===== src/rtl/button_event_decoder.sv =====
// rtl/button_event_decoder.sv - short/long/double press classifier with event counter (optional auto-repeat: BUTTON_REPEAT_EN)
module button_event_decoder #(
  parameter int LONG_COUNTS   = 50_000_000,
  parameter int DOUBLE_COUNTS = 15_000_000,
  parameter int REPEAT_COUNTS = 10_000_000
) (
  input  logic       clk,
  input  logic       reset,
  input  logic       button_level,
  output logic       short_press,
  output logic       long_press,
  output logic       double_press,
  output logic       held,
  output logic [7:0] event_count
);

  localparam int MAX_LD  = (LONG_COUNTS > DOUBLE_COUNTS) ? LONG_COUNTS : DOUBLE_COUNTS;
  localparam int MAX_ALL = (MAX_LD > REPEAT_COUNTS) ? MAX_LD : REPEAT_COUNTS;
  localparam int TIMER_W = $clog2(MAX_ALL) + 1;

  localparam logic [TIMER_W-1:0] LONG_LAST   = TIMER_W'(LONG_COUNTS - 1);
  localparam logic [TIMER_W-1:0] DOUBLE_LAST = TIMER_W'(DOUBLE_COUNTS - 1);
`ifdef BUTTON_REPEAT_EN
  localparam logic [TIMER_W-1:0] REPEAT_LAST = TIMER_W'(REPEAT_COUNTS - 1);
`endif

  typedef enum logic [2:0] {
    S_WAIT_RELEASE,
    S_IDLE,
    S_PRESSED,
    S_LONG_HELD,
    S_WAIT_SECOND,
    S_SECOND_PRESSED
  } state_t;

  state_t               r_state;
  logic [TIMER_W-1:0]   r_timer;
  logic                 r_short;
  logic                 r_long;
  logic                 r_double;
  logic                 r_held;
  logic [7:0]           r_count;

  // Gesture FSM: timer, registered event pulses, held level and event counter
  always_ff @(posedge clk) begin
    if (reset) begin
      r_state  <= S_WAIT_RELEASE;
      r_timer  <= '0;
      r_short  <= 1'b0;
      r_long   <= 1'b0;
      r_double <= 1'b0;
      r_held   <= 1'b0;
      r_count  <= 8'd0;
    end else begin
      r_short  <= 1'b0;
      r_long   <= 1'b0;
      r_double <= 1'b0;
      r_timer  <= r_timer + TIMER_W'(1);
      case (r_state)
        S_WAIT_RELEASE: begin
          // a button already down at reset must be released before it can count
          if (!button_level) begin
            r_state <= S_IDLE;
            r_timer <= '0;
          end
        end
        S_IDLE: begin
          if (button_level) begin
            r_state <= S_PRESSED;
            r_timer <= '0;
          end
        end
        S_PRESSED: begin
          // release takes priority over reaching the long threshold on the same edge
          if (!button_level) begin
            r_state <= S_WAIT_SECOND;
            r_timer <= '0;
          end else if (r_timer == LONG_LAST) begin
            r_state <= S_LONG_HELD;
            r_timer <= '0;
            r_long  <= 1'b1;
            r_held  <= 1'b1;
            r_count <= r_count + 8'd1;
          end
        end
        S_LONG_HELD: begin
          if (!button_level) begin
            r_state <= S_IDLE;
            r_timer <= '0;
            r_held  <= 1'b0;
          end
`ifdef BUTTON_REPEAT_EN
          else if (r_timer == REPEAT_LAST) begin
            r_timer <= '0;
            r_long  <= 1'b1;
            r_count <= r_count + 8'd1;
          end
`else
          else begin
            r_timer <= r_timer;
          end
`endif
        end
        S_WAIT_SECOND: begin
          // a second press on the timeout edge still counts as a double press
          if (button_level) begin
            r_state <= S_SECOND_PRESSED;
            r_timer <= '0;
          end else if (r_timer == DOUBLE_LAST) begin
            r_state <= S_IDLE;
            r_timer <= '0;
            r_short <= 1'b1;
            r_count <= r_count + 8'd1;
          end
        end
        S_SECOND_PRESSED: begin
          if (!button_level) begin
            r_state  <= S_IDLE;
            r_timer  <= '0;
            r_double <= 1'b1;
            r_count  <= r_count + 8'd1;
          end
        end
        default: begin
          r_state <= S_WAIT_RELEASE;
          r_timer <= '0;
        end
      endcase
    end
  end

  assign short_press  = r_short;
  assign long_press   = r_long;
  assign double_press = r_double;
  assign held         = r_held;
  assign event_count  = r_count;

endmodule


===== config.mk =====
export PLATFORM = sky130hd
export DESIGN_NAME = button_event_decoder
export DESIGN_NICKNAME = d
export VERILOG_FILES = /design/src/rtl/button_event_decoder.sv
export SDC_FILE = /design/constraint.sdc
export NUM_CORES = 1
export LEC_CHECK = 0
export ABC_CLOCK_PERIOD_IN_PS = 2050
export CELL_PAD_IN_SITES_DETAIL_PLACEMENT = 1
export CELL_PAD_IN_SITES_GLOBAL_PLACEMENT = 2
export CORE_ASPECT_RATIO = 2
export CORE_MARGIN = 2
export CORE_UTILIZATION = 32
export CTS_BUF_LIST = sky130_fd_sc_hd__clkbuf_8 sky130_fd_sc_hd__clkbuf_16
export DETAILED_ROUTE_END_ITERATION = 10
export GPL_TIMING_DRIVEN = 0
export PLACE_DENSITY_LB_ADDON = 0.05
export SLEW_MARGIN = 0
export SYNTH_ARGS = -nofsm -noshare
export SYNTH_HDL_FRONTEND = slang
export SYNTH_SLANG_ARGS = --single-unit

===== constraint.sdc =====
create_clock -name clk -period 2.05 [get_ports clk]
set_input_delay 0.3075 -clock clk [delete_from_list [all_inputs] [get_ports clk]]
set_output_delay 0.3075 -clock clk [all_outputs]
set_load 0.005 [all_outputs]

## Word-level counts from Yosys, hierarchy flattened

Index checks and enable logic that the tools add are counted.

- Div/mod/pow operators: 0
- $add $sub $neg: 2
- Equal/unequal tests: 17
- Magnitude comparators: 0
- $mul: 0
- Shifts and indexed selects: 0
- Reductions and logical operators: 11
- Mux-type cells: 28
- Bitwise logic cells: 4

Operators by type and width:

| operator | number |
|---|---|
| 2-to-1 mux 27 bit | 7 |
| one-hot mux 27 bit (5 select lines) | 1 |
| 2-to-1 mux 8 bit | 5 |
| adder 27 x 1 -> 27 bit, second input constant | 1 |
| equality test 27 x 24 -> 1 bit, second input constant | 1 |
| equality test 27 x 26 -> 1 bit, second input constant | 1 |
| one-hot mux 8 bit (3 select lines) | 1 |
| 2-to-1 mux 3 bit | 6 |
| != test 2 bit, second input constant | 8 |
| one-hot mux 3 bit (4 select lines) | 1 |
| OR reduction 3 bit | 3 |
| adder 8 x 1 -> 8 bit, second input constant | 1 |
| AND reduction 4 bit | 2 |
| equality test 3 x 2 -> 1 bit, second input constant | 2 |
| equality test 3 bit, second input constant | 2 |
| 2-to-1 mux 1 bit | 6 |
| != test 3 bit, second input constant | 2 |
| AND reduction 6 bit | 1 |
| NOT 1 bit | 4 |
| OR reduction 2 bit | 2 |
| equality test 3 x 1 -> 1 bit, second input constant | 1 |
| logical NOT 3 bit | 1 |
| nonzero test 3 bit | 1 |
| one-hot mux 1 bit (2 select lines) | 1 |
| nonzero test 2 bit | 1 |

- Memories: 0
- Bits of input ports: 3
- Output and inout bits: 12
- Latch bits: 0
- Register bits after elaboration: 42
- RAM bits: 0
- ROM bits: 0

## Logic depth before layout (Yosys ltp)

Gate-level depths: netlist of run 1.

- Depth after elaboration: 4
- Mapped depth: 8
- Mapped depth without buffers: 7

## Worst setup path after synthesis of run 1

OpenSTA, ideal clock, no wires.

- Kind: reg-to-reg
- Start point: reg r_timer[26]
- End point: reg r_timer[10]
- Cell stages (with the launch flop): 8
- Setup time: 0.114 ns
- Path slack: -0.119 ns
- Data arrival time: 2.055 ns
- Required time: 1.936 ns
- Cell sequence: dfxtp_1 -> or4_4 -> nor4_2 -> a21oi_1 -> a211oi_4 -> buf_6 -> o21ai_1 -> a21o_1

- Cells in the longest elaborated chain, start to end: 4
- Elaborated cells between the ends (all ways): 7
- Those cells by class: 2 x eq/ne; 5 x mux

RTL lines:

| element | line | text |
|---|---|---|
| from (decl) | 37 | `logic [TIMER_W-1:0] r_timer;` |
| from (signal assigned) | 58 | `r_timer <= r_timer + TIMER_W'(1);` |
| from (signal assigned) | 100 | `r_timer <= r_timer;` |
| equality test 27 x 24 -> 1 bit or equality test 27 x 26 -> 1 bit (tied branches) | 109, 78 |  |
| 2-to-1 mux 27 bit, on equally long branches | 109, 78 |  |
| 2-to-1 mux 27 bit, on equally long branches | 106, 75 |  |
| one-hot mux 27 bit (5 select lines) * | 59 | `case (r_state)` |

Every way passes the cells marked *; elsewhere a longest branch is shown, timed or not.
A chain may end at the register's enable or synchronous reset.

## Worst setup path after layout of run 1

- Start point: reg r_timer[9]
- End point: reg r_count[2], in the netlist event_count[2]

- Cells in the longest elaborated chain, start to end: 3
- Elaborated cells between the ends (all ways): 5
- Those cells by class: 4 x eq/ne; 1 x reduce/logical

RTL lines:

| element | line | text |
|---|---|---|
| equality test 27 x 24 -> 1 bit or equality test 27 x 26 -> 1 bit (tied branches) | 109, 78 |  |
| != test 2 bit (no source line) | - |  |
| AND reduction 6 bit (no source line) * | - |  |
| to (signal assigned) | 83 | `r_count <= r_count + 8'd1;` |
| to (signal assigned) | 113 | `r_count <= r_count + 8'd1;` |
| to (signal assigned) | 121 | `r_count <= r_count + 8'd1;` |
| to (decl) | 42 | `logic [7:0] r_count;` |

Marked as above.

==> metrics.csv, run 1 <==
metric,value,unit
irDropWorstVdd,0.3533,mV
avgSynthCellArea,8.131,sq um
worstPathMaxFanout,8,
synth.area.top_cells,"dfxtp_1 (37%), o21ai_1 (6.5%), a21o_1 (4.6%)",
cap_violations,0,
crit_type,reg -> reg,
final_area,3391,sq um
gp_congestion,0.7954,
fillers,800,
outcome,"finished, violations left",
r2r_cells,8,
p_per_area,644.6,nW/um^2
dr.pass1.iters,4,
netlist_instances,283,
n_antenna_cell,0,
antenna_found_initial,0,
setup-violations-final,36,
max-slew-margin-rel,52.52,%
fmax,418.2,MHz
ys_types,49,
whs,0.4680,ns
core,6940,sq um
worstHoldStart,r_timer[26]$_SDFFE_PP0P_,
power_leakage,1.288,nW
synthToLayoutAreaGrowth,47.36,%
clk_path_buf_depth,2,
min_period,2.391,ns
grt_pass1_wl,12160,microns
ios,15,
p_int,1.601,mW
cts.reportedPaths.clkPinSlew,0.06,ns
slew_viol_final,0,
groute.usage.overall,20.29,%
die_h,123.9,microns
multi_input_area,1759,sq um
min_path_type,reg -> reg,
hold_viol,0,
via_count,2379,
fin_crit_sh,116.6,%
ant_nets,0,
required,2.26,ns
critical_path_arrival,2.61,ns
clock_sinks,42,
hold_end,r_timer[26]$_SDFFE_PP0P_,
cts_buffers,5,
synth.most_common_cell,dfxtp_1,
violations,negative setup slack,
ff_latch_area,850.8,sq um
drt_iter0_drc,56,
syn_nets,288,
r2r-start,r_timer[9]$_SDFFE_PP0P_,
cts_tree,built,
overflow,0,
clk_latency,0.29,ns
grt_pass1_vias,2378,
total_power,2.186,mW
synth_top_flop_cell,dfxtp_1,
pre_cts_ws,-0.7551,ns
synth_seq_cells,42,
setup_slack,-0.3411,ns
crit_top_cell,buf_6,
yosys_warnings,0,
critPathSlowestCell,or4_4,
dieArea,7926,sq um
hpwlAfterDp,5472,microns
via_per_inst,5.637,
combPwrFrac,20.2,%
htreeDepth,2,
dpl_cell_area,2582,sq um
port_buffers,14,
yosysTopAreaCellShare,36.54,%
drive_above_1_share,33.43,%
grt_start_max_net_pins,13,
initial_utilization,33.15,%
end_kind,flip-flop,
synth_edf_count,0,
switching_share,26.75,%
wl,7917,microns
remaining_drc_errors,0,
pwr-share-seq,39.3,%
clock_skew,0.005864,ns
tightestPinTransition,0.7123,ns
syn-cell-area,2301,sq um
yosys-top-cells-count,"dfxtp_1 (42), o21ai_1 (30), nand2_1 (21), nand3_1 (19), nor2_1 (19)",
start_kind,flip-flop,
r2r_end,event_count[2]$_SDFFE_PP0P_,
worstPathCellList,or4_4 > nor3_4 > buf_6 > a41oi_4 > o21a_1 > buf_6 > or3_4 > a21oi_2,
die_w,63.96,microns
r2r_setup_slack,-0.34,ns
root_buffer,clkbuf_16,
row_count,43,
p_sw,584.7,uW
yosys.area.top_type,dfxtp_1,
hold_depth,2,
p_clk_share,40.4,%
async_reset_ff_share,0,%
routedWlPerCell,18.76,microns
layout.nets,336,
cpPeakStageDelay,0.59,ns
synth-seq-area-share,36.54,%
rsz0062_at_grt,yes,
-- registers in the layout, indices dropped and copies added, names as in the netlist --
name,cells
r_timer,27
long_press,1
held,1
short_press,1
double_press,1
r_state,3
event_count,8
-- layer usage --
metal  wire (microns)  vias up  share of wire, %  track usage [%]
met5                0        -                 0                0
met4              227        0               2.9            8.016
met3              122       14               1.5            2.529
met2             4827       32                61            41.47
met1             2739     1184                35            19.77
li1                 -     1149                 -                -
-- metrics by stage --
| step | TNS [ns] | instances | utilization (%) |
|---|---|---|---|
| after floorplan | -0.8018 | 283 | - |
| after global placement | -18.59 | 387 | 37.21 |
| after detailed placement | -18.92 | 387 | 37.21 |
| after CTS | -7.347 | 405 | 43.37 |
| after global routing | -9.637 | 422 | 48.86 |
| final | -7.342 | 422 | 48.86 |
-- worst max-delay path, delay by kind of cell (launching register included) --
kind                   cells  cell delay [ns]
DFF                        1             0.35
AOI/OAI and AO/OA          3             0.51
and+or+nand+nor            3             1.18
buffers and inverters      2             0.28
-- kinds of logic after synthesis --
kind of cell             after synthesis  synth area share (%)
AO/OA/AOI/OAI                         81                 22.35
XOR/XNOR                               5                 1.904
adder cells (fa/ha/maj)                2                 1.087
buffers and inverters                 15                 3.589
flip-flops                            42                 36.54
multiplexers                           1                0.4350
AND/OR/NAND/NOR                      137                 34.09
-- what timing repair did --
action                                  CTS  global route
pin swaps                                10            47
endpoints found under the setup margin   36            35
hold buffers                              0             0
gates resized for setup                  39            50
gates cloned                              2             2
buffers inserted                          8            16
-- cell usage in the layout (no fill, tap or decap), types with 4 or more instances in the layout --
master            n
nor3b_1           7
dfxtp_2           5
or3_1            11
clkbuf_2          4
a21oi_1           9
nand2_1          21
buf_4            16
and3_1           12
nor2_1           17
nor4_4            5
nor3_1            4
buf_6            10
o21ai_1           9
dfxtp_1          36
inv_1             4
nand4_1           4
a21o_1           14
o21ai_0           7
clkdlybuf4s50_1  13
o21ai_2          21
nand3_1          18
clkbuf_16         7
or2_2             4
-- power groups by stage --
stage | Clock (mW) | Combinational, mW | Sequential, mW
2_1_floorplan | 0 | 0.181 | 0.864
3_3_place_gp | 0 | 0.245 | 0.870
3_5_place_dp | 0 | 0.248 | 0.870
4_1_cts | 0.915 | 0.321 | 0.858
5_1_grt | 0.941 | 0.474 | 0.862
6_report | 0.884 | 0.442 | 0.860
-- worst max-delay path by stage --
stage | endpoint | slack, ns | startpoint
floorplan | r_timer[10]$_SDFFE_PP0P_ | -0.07 | r_timer[26]$_SDFFE_PP0P_
global placement | r_timer[24]$_SDFFE_PP0P_ | -0.75 | r_timer[0]$_SDFFE_PP0P_
detailed placement | r_timer[17]$_SDFFE_PP0P_ | -0.76 | button_level
CTS | r_timer[10]$_SDFFE_PP0P_ | -0.34 | r_timer[26]$_SDFFE_PP0P_
global route | event_count[2]$_SDFFE_PP0P_ | -0.39 | r_timer[9]$_SDFFE_PP0P_
finish | event_count[2]$_SDFFE_PP0P_ | -0.34 | r_timer[9]$_SDFFE_PP0P_
-- final cells by class --
type,instances,area share (%)
tap,90,3.321
inverter,4,0.4428
sequential,42,25.09
timing repair buffer,40,11.88
buffer,11,2.472
clock buffer,8,4.908
multi-input combinational,227,51.88
Power figures use the tool's default switching activity.
==> run 2, diff against run 1 <==
- SKIP_LAST_GASP: default -> 1
==> run 2 against run 1 <==
Effect of this change:
- the run still ends with negative setup slack left
- via count grew 0.59%
- count of clock-buffer cells in the layout is the same
- total power grew 0.28%
- non-clock buffer count grew 1
- sequential cell count is the same
- clock skew grew 0.0012 ns
- design area is the same
- sequential share of layout area is essentially flat
- critical path depth is the same
- sequential power is essentially flat
- cell count grew 0.24%
- largest power group unchanged
==> metrics.csv, run 2 (synthesis gave the netlist of run 1 again) <==
metric,value,unit
hold_depth,3,
overflow,0,
fin_crit_sh,117.5,%
r2r-start,r_timer[9]$_SDFFE_PP0P_,
clk_path_buf_depth,2,
switching_share,26.68,%
wl,7840,microns
crit_end,event_count[2]$_SDFFE_PP0P_,
hold_viol,0,
final_common_cell,dfxtp_1,
hpwlAfterDp,5472,microns
drive_above_1_share,33.33,%
p_per_area,646.4,nW/um^2
r2r_end,event_count[2]$_SDFFE_PP0P_,
initial_utilization,33.15,%
fin_util,48.86,%
clock_sinks,42,
min_path_type,in -> reg,
crit_type,reg -> reg,
outcome,"finished, violations left",
slew_viol_final,0,
r2r_setup_slack,-0.36,ns
setup-violations-final,36,
ant_nets,0,
irDropWorstVdd,0.3532,mV
p_int,1.607,mW
via_per_inst,5.657,
clock_skew,0.007039,ns
n_antenna_cell,0,
cp_num_cells,8,
p_sw,584.7,uW
drt_iter0_drc,73,
worstPathMaxFanout,8,
r2r_cells,8,
dieArea,7926,sq um
cts_hold_buf,0,
layout.nets,337,
die_w,63.96,microns
end_kind,flip-flop,
rsz0062_at_grt,yes,
grt_pass1_wl,12160,microns
cts.reportedPaths.clkPinSlew,0.06,ns
min_period,2.408,ns
regMostFlops,r_timer,
cap_violations,0,
crit_path_start,r_timer[9]$_SDFFE_PP0P_,
cts_tree,built,
tns,-8.366,ns
row_count,43,
pwr-share-seq,39.2,%
fmax,415.2,MHz
required,2.26,ns
cpPeakStageDelay,0.60,ns
port_buffers,14,
grt_pass1_vias,2378,
dr.pass1.iters,4,
synthToLayoutAreaGrowth,47.36,%
violations,negative setup slack,
root_buffer,clkbuf_16,
critical_path_arrival,2.62,ns
ios,15,
crit_top_cell,buf_6,
clk_latency,0.29,ns
grt_start_max_net_pins,13,
critPathSlowestCell,or4_4,
crit_buf_inv,2,
tightestPinTransition,0.7121,ns
die_h,123.9,microns
groute.usage.overall,20.29,%
setup_slack,-0.3584,ns
remaining_drc_errors,0,
cp_top_family,simple AND/OR/NAND/NOR gates,
pre_cts_ws,-0.7551,ns
layout_common_cells,"dfxtp_1 (35), nand2_1 (21), o21ai_2 (21), nand3_1 (18), buf_4 (18)",
routedWlPerCell,18.53,microns
antenna_found_initial,0,
gp_congestion,0.7954,
start_kind,flip-flop,
core,6940,sq um
combPwrFrac,20.4,%
p_clk_share,40.4,%
power_leakage,1.305,nW
cts_buffers,5,
max-slew-margin-rel,52.53,%
fillers,807,
worstPathCellList,or4_4 > nor3_4 > buf_6 > a41oi_4 > o21a_1 > buf_6 > or3_4 > a21oi_2,
via_count,2393,
htreeDepth,2,
largest_register_ffs,27,
run 2: timing repair:
action	CTS	global route
pin swaps	10	43
gates cloned	2	2
endpoints found under the hold margin	0	0
resized for setup	38	50
endpoints found under the setup margin	36	35
setup buffers	8	18
run 2: area by class of cell:
class                           count  area (sq um)  area share (%)
Clock buffer                        8         166.4           4.908
Inverter                            4         15.01          0.4428
Timing Repair Buffer               42         417.9           12.32
Tap cell                           90         112.6           3.321
Multi-Input combinational cell    227          1748           51.55
Sequential cell                    42         852.1           25.13
Buffer                             10         78.83           2.325
run 2: power groups by stage:
stage                     clock, mW  sequential (mW)  combinational [mW]
after global routing          0.941            0.861               0.480
final                         0.886            0.858               0.447
after floorplan                   0            0.864               0.181
after CTS                     0.915            0.858               0.321
after global placement            0            0.870               0.245
after detailed placement          0            0.870               0.248
run 2: worst reg2reg max path: stages, from the launching register on:
cell	delay, ns
dfxtp_4	0.35
or4_4	0.60
nor3_4	0.27
buf_6	0.14
a41oi_4	0.11
o21a_1	0.26
buf_6	0.14
or3_4	0.33
a21oi_2	0.14
run 2: metrics by stage:
stage / total power, mW / hold slack, ns / instance area [sq um] / instances
2_1_floorplan: 1.046 / 0.4411 / 2330 / 283
3_3_place_gp: 1.115 / 0.4573 / 2582 / 387
3_5_place_dp: 1.118 / 0.4651 / 2582 / 387
4_1_cts: 2.094 / 0.4728 / 3009 / 405
5_1_grt: 2.282 / 0.4820 / 3391 / 423
6_report: 2.192 / 0.4610 / 3391 / 423
run 2: how the worst min path moves through the flow:
| stage | from | end | slack [ns] |
|---|---|---|---|
| floorplan | r_timer[26]$_SDFFE_PP0P_ | r_timer[26]$_SDFFE_PP0P_ | 0.44 |
| detailed placement | r_timer[26]$_SDFFE_PP0P_ | r_timer[26]$_SDFFE_PP0P_ | 0.47 |
| global placement | r_timer[26]$_SDFFE_PP0P_ | r_timer[26]$_SDFFE_PP0P_ | 0.46 |
| finish | button_level | r_state[1]$_SDFFE_PP0P_ | 0.46 |
| global route | button_level | r_state[1]$_SDFFE_PP0P_ | 0.48 |
| CTS | r_timer[26]$_SDFFE_PP0P_ | r_timer[26]$_SDFFE_PP0P_ | 0.47 |
run 2: metal layers:
metal | share of wire [%] | vias to the layer above | track usage [%] | routed length (microns)
met5 | 0 | - | 0 | 0
met4 | 3.6 | 0 | 8.016 | 280
met3 | 1.8 | 16 | 2.529 | 144
met2 | 60 | 36 | 41.47 | 4670
met1 | 35 | 1186 | 19.77 | 2744
li1 | - | 1155 | - | -
==> run 3, diff against run 2 <==
- ABC_CLOCK_PERIOD_IN_PS: 2050 -> 3070
- CORE_UTILIZATION: 32 -> 38
- clock period: 2.05 -> 3.07 ns (I/O delays scaled with it)
==> run 3 against run 2 <==
Effect of this change:
- global-route usage rose by 0.55 points
- largest cell class unchanged
- sequential power is 34% lower
- hold slack improved by 0.032 ns
- sequential share of layout area increased by 6.3 points
- via count down 7.4%
- non-clock buffer count decreased by 27
- the run now ends clean
- clock power down 39%
- total power down 42%
==> metrics.csv, run 3 (synthesis gave the netlist of run 1 again) <==
metric,value,unit
clock_sinks,42,
total_power,1.268,mW
cap_violations,0,
dpl_cell_area,2520,sq um
final_area,2673,sq um
fin_crit_sh,89.80,%
worstPathCellList,clkbuf_1 > nor4b_1 > nand4_2 > a2111oi_2 > o32ai_1,
final_cells,368,
n_antenna_cell,0,
min_path_type,reg -> reg,
hpwlAfterDp,4692,microns
grt_pass1_wl,10850,microns
groute.usage.overall,20.84,%
drive_above_1_share,7.541,%
cts_tree,built,
fmax,362.7,MHz
final_common_cell,dfxtp_1,
ant_nets,0,
required,3.20,ns
antenna_found_initial,0,
outcome,completed,
via_count,2217,
p_per_area,474.3,nW/um^2
port_buffers,14,
row_count,40,
cts_buffers,5,
min_period,2.757,ns
rsz0062_at_grt,no,
worstPathMaxFanout,10,
routedWlPerCell,17.13,microns
tns,0,ns
root_buffer,clkbuf_16,
grt_pass1_vias,2248,
place_inst,360,
drt_iter0_drc,70,
cts.reportedPaths.clkPinSlew,0.06,ns
setup_slack,0.3132,ns
critPathSlowestCell,a2111oi_2,
clk_latency,0.29,ns
regMostFlops,r_timer,
htreeDepth,2,
dr.pass1.iters,4,
irDropWorstVdd,0.3116,mV
power_leakage,0.9692,nW
layout_common_cells,"dfxtp_1 (42), o21ai_1 (30), nand2_1 (21), nand3_1 (19), nor2_1 (19)",
start_kind,flip-flop,
ios,15,
layout.nets,309,
max-slew-margin-rel,34.21,%
overflow,0,
via_per_inst,6.024,
clock_skew,0.006899,ns
wl,6305,microns
end_kind,flip-flop,
dieArea,6732,sq um
cts_hold_buf,0,
critical_path_arrival,2.88,ns
synthToLayoutAreaGrowth,16.15,%
hold_viol,0,
die_h,114.0,microns
remaining_drc_errors,0,
whs,0.4932,ns
fin_util,45.25,%
cpPeakStageDelay,0.91,ns
crit_type,reg -> reg,
largest_register_ffs,27,
setup-violations-final,0,
grt_start_max_net_pins,13,
pre_cts_ws,0.1557,ns
clk_path_buf_depth,2,
core,5906,sq um
slew_viol_final,0,
tightestPinTransition,0.9850,ns
initial_utilization,38.96,%
die_w,59.03,microns
gp_congestion,0.7730,
-- run 3: path summary, 6_finish.rpt --
path | from | depth (start not counted) | slack (ns) | end
worst max-delay path | r_timer[18]$_SDFFE_PP0P_ | 5 | 0.31 | r_timer[8]$_SDFFE_PP0P_
worst max register to register | r_timer[18]$_SDFFE_PP0P_ | 5 | 0.31 | r_timer[8]$_SDFFE_PP0P_
worst min-delay path | held$_SDFFE_PP0P_ | 2 | 0.49 | held$_SDFFE_PP0P_
worst min register to register | held$_SDFFE_PP0P_ | 2 | 0.49 | held$_SDFFE_PP0P_
-- run 3: layer usage --
metal	up-vias	routed length, microns	part of all wire (%)	GRT usage (%)
li1	1101	-	-	-
met1	1094	2844	45	25.83
met2	13	3247	51	35.19
met3	9	73	1.2	3.061
met4	0	138	2.2	8.333
met5	-	0	0	0
-- run 3: area by class of cell --
cell class / count / area [sq um]
fill: 723 / 3233
multi-input combinational: 226 / 1383
sequential: 42 / 840.8
timing repair buffer: 14 / 140.1
clock buffer: 6 / 138.9
tap: 63 / 78.83
buffer: 11 / 67.56
inverter: 4 / 15.01
clock inverter: 2 / 8.758
-- run 3: power breakdown --
part	switching (mW)	internal (mW)
logic	0.0995	0.0618
clock network	0.217	0.319
registers	0.0146	0.555
-- run 3: what timing repair did --
| item | CTS | global route |
|---|---|---|
| gates resized for setup | 0 | 1 |
| setup buffers | 0 | 0 |
| setup endpoints to repair | 0 | 3 |
-- run 3: worst max-delay path, delay by kind of cell (launching register included) --
| family | cells | cell delay [ns] |
|---|---|---|
| buf+inv | 1 | 0.32 |
| compound gates | 2 | 1.07 |
| flops | 1 | 0.31 |
| simple gates | 2 | 0.89 |
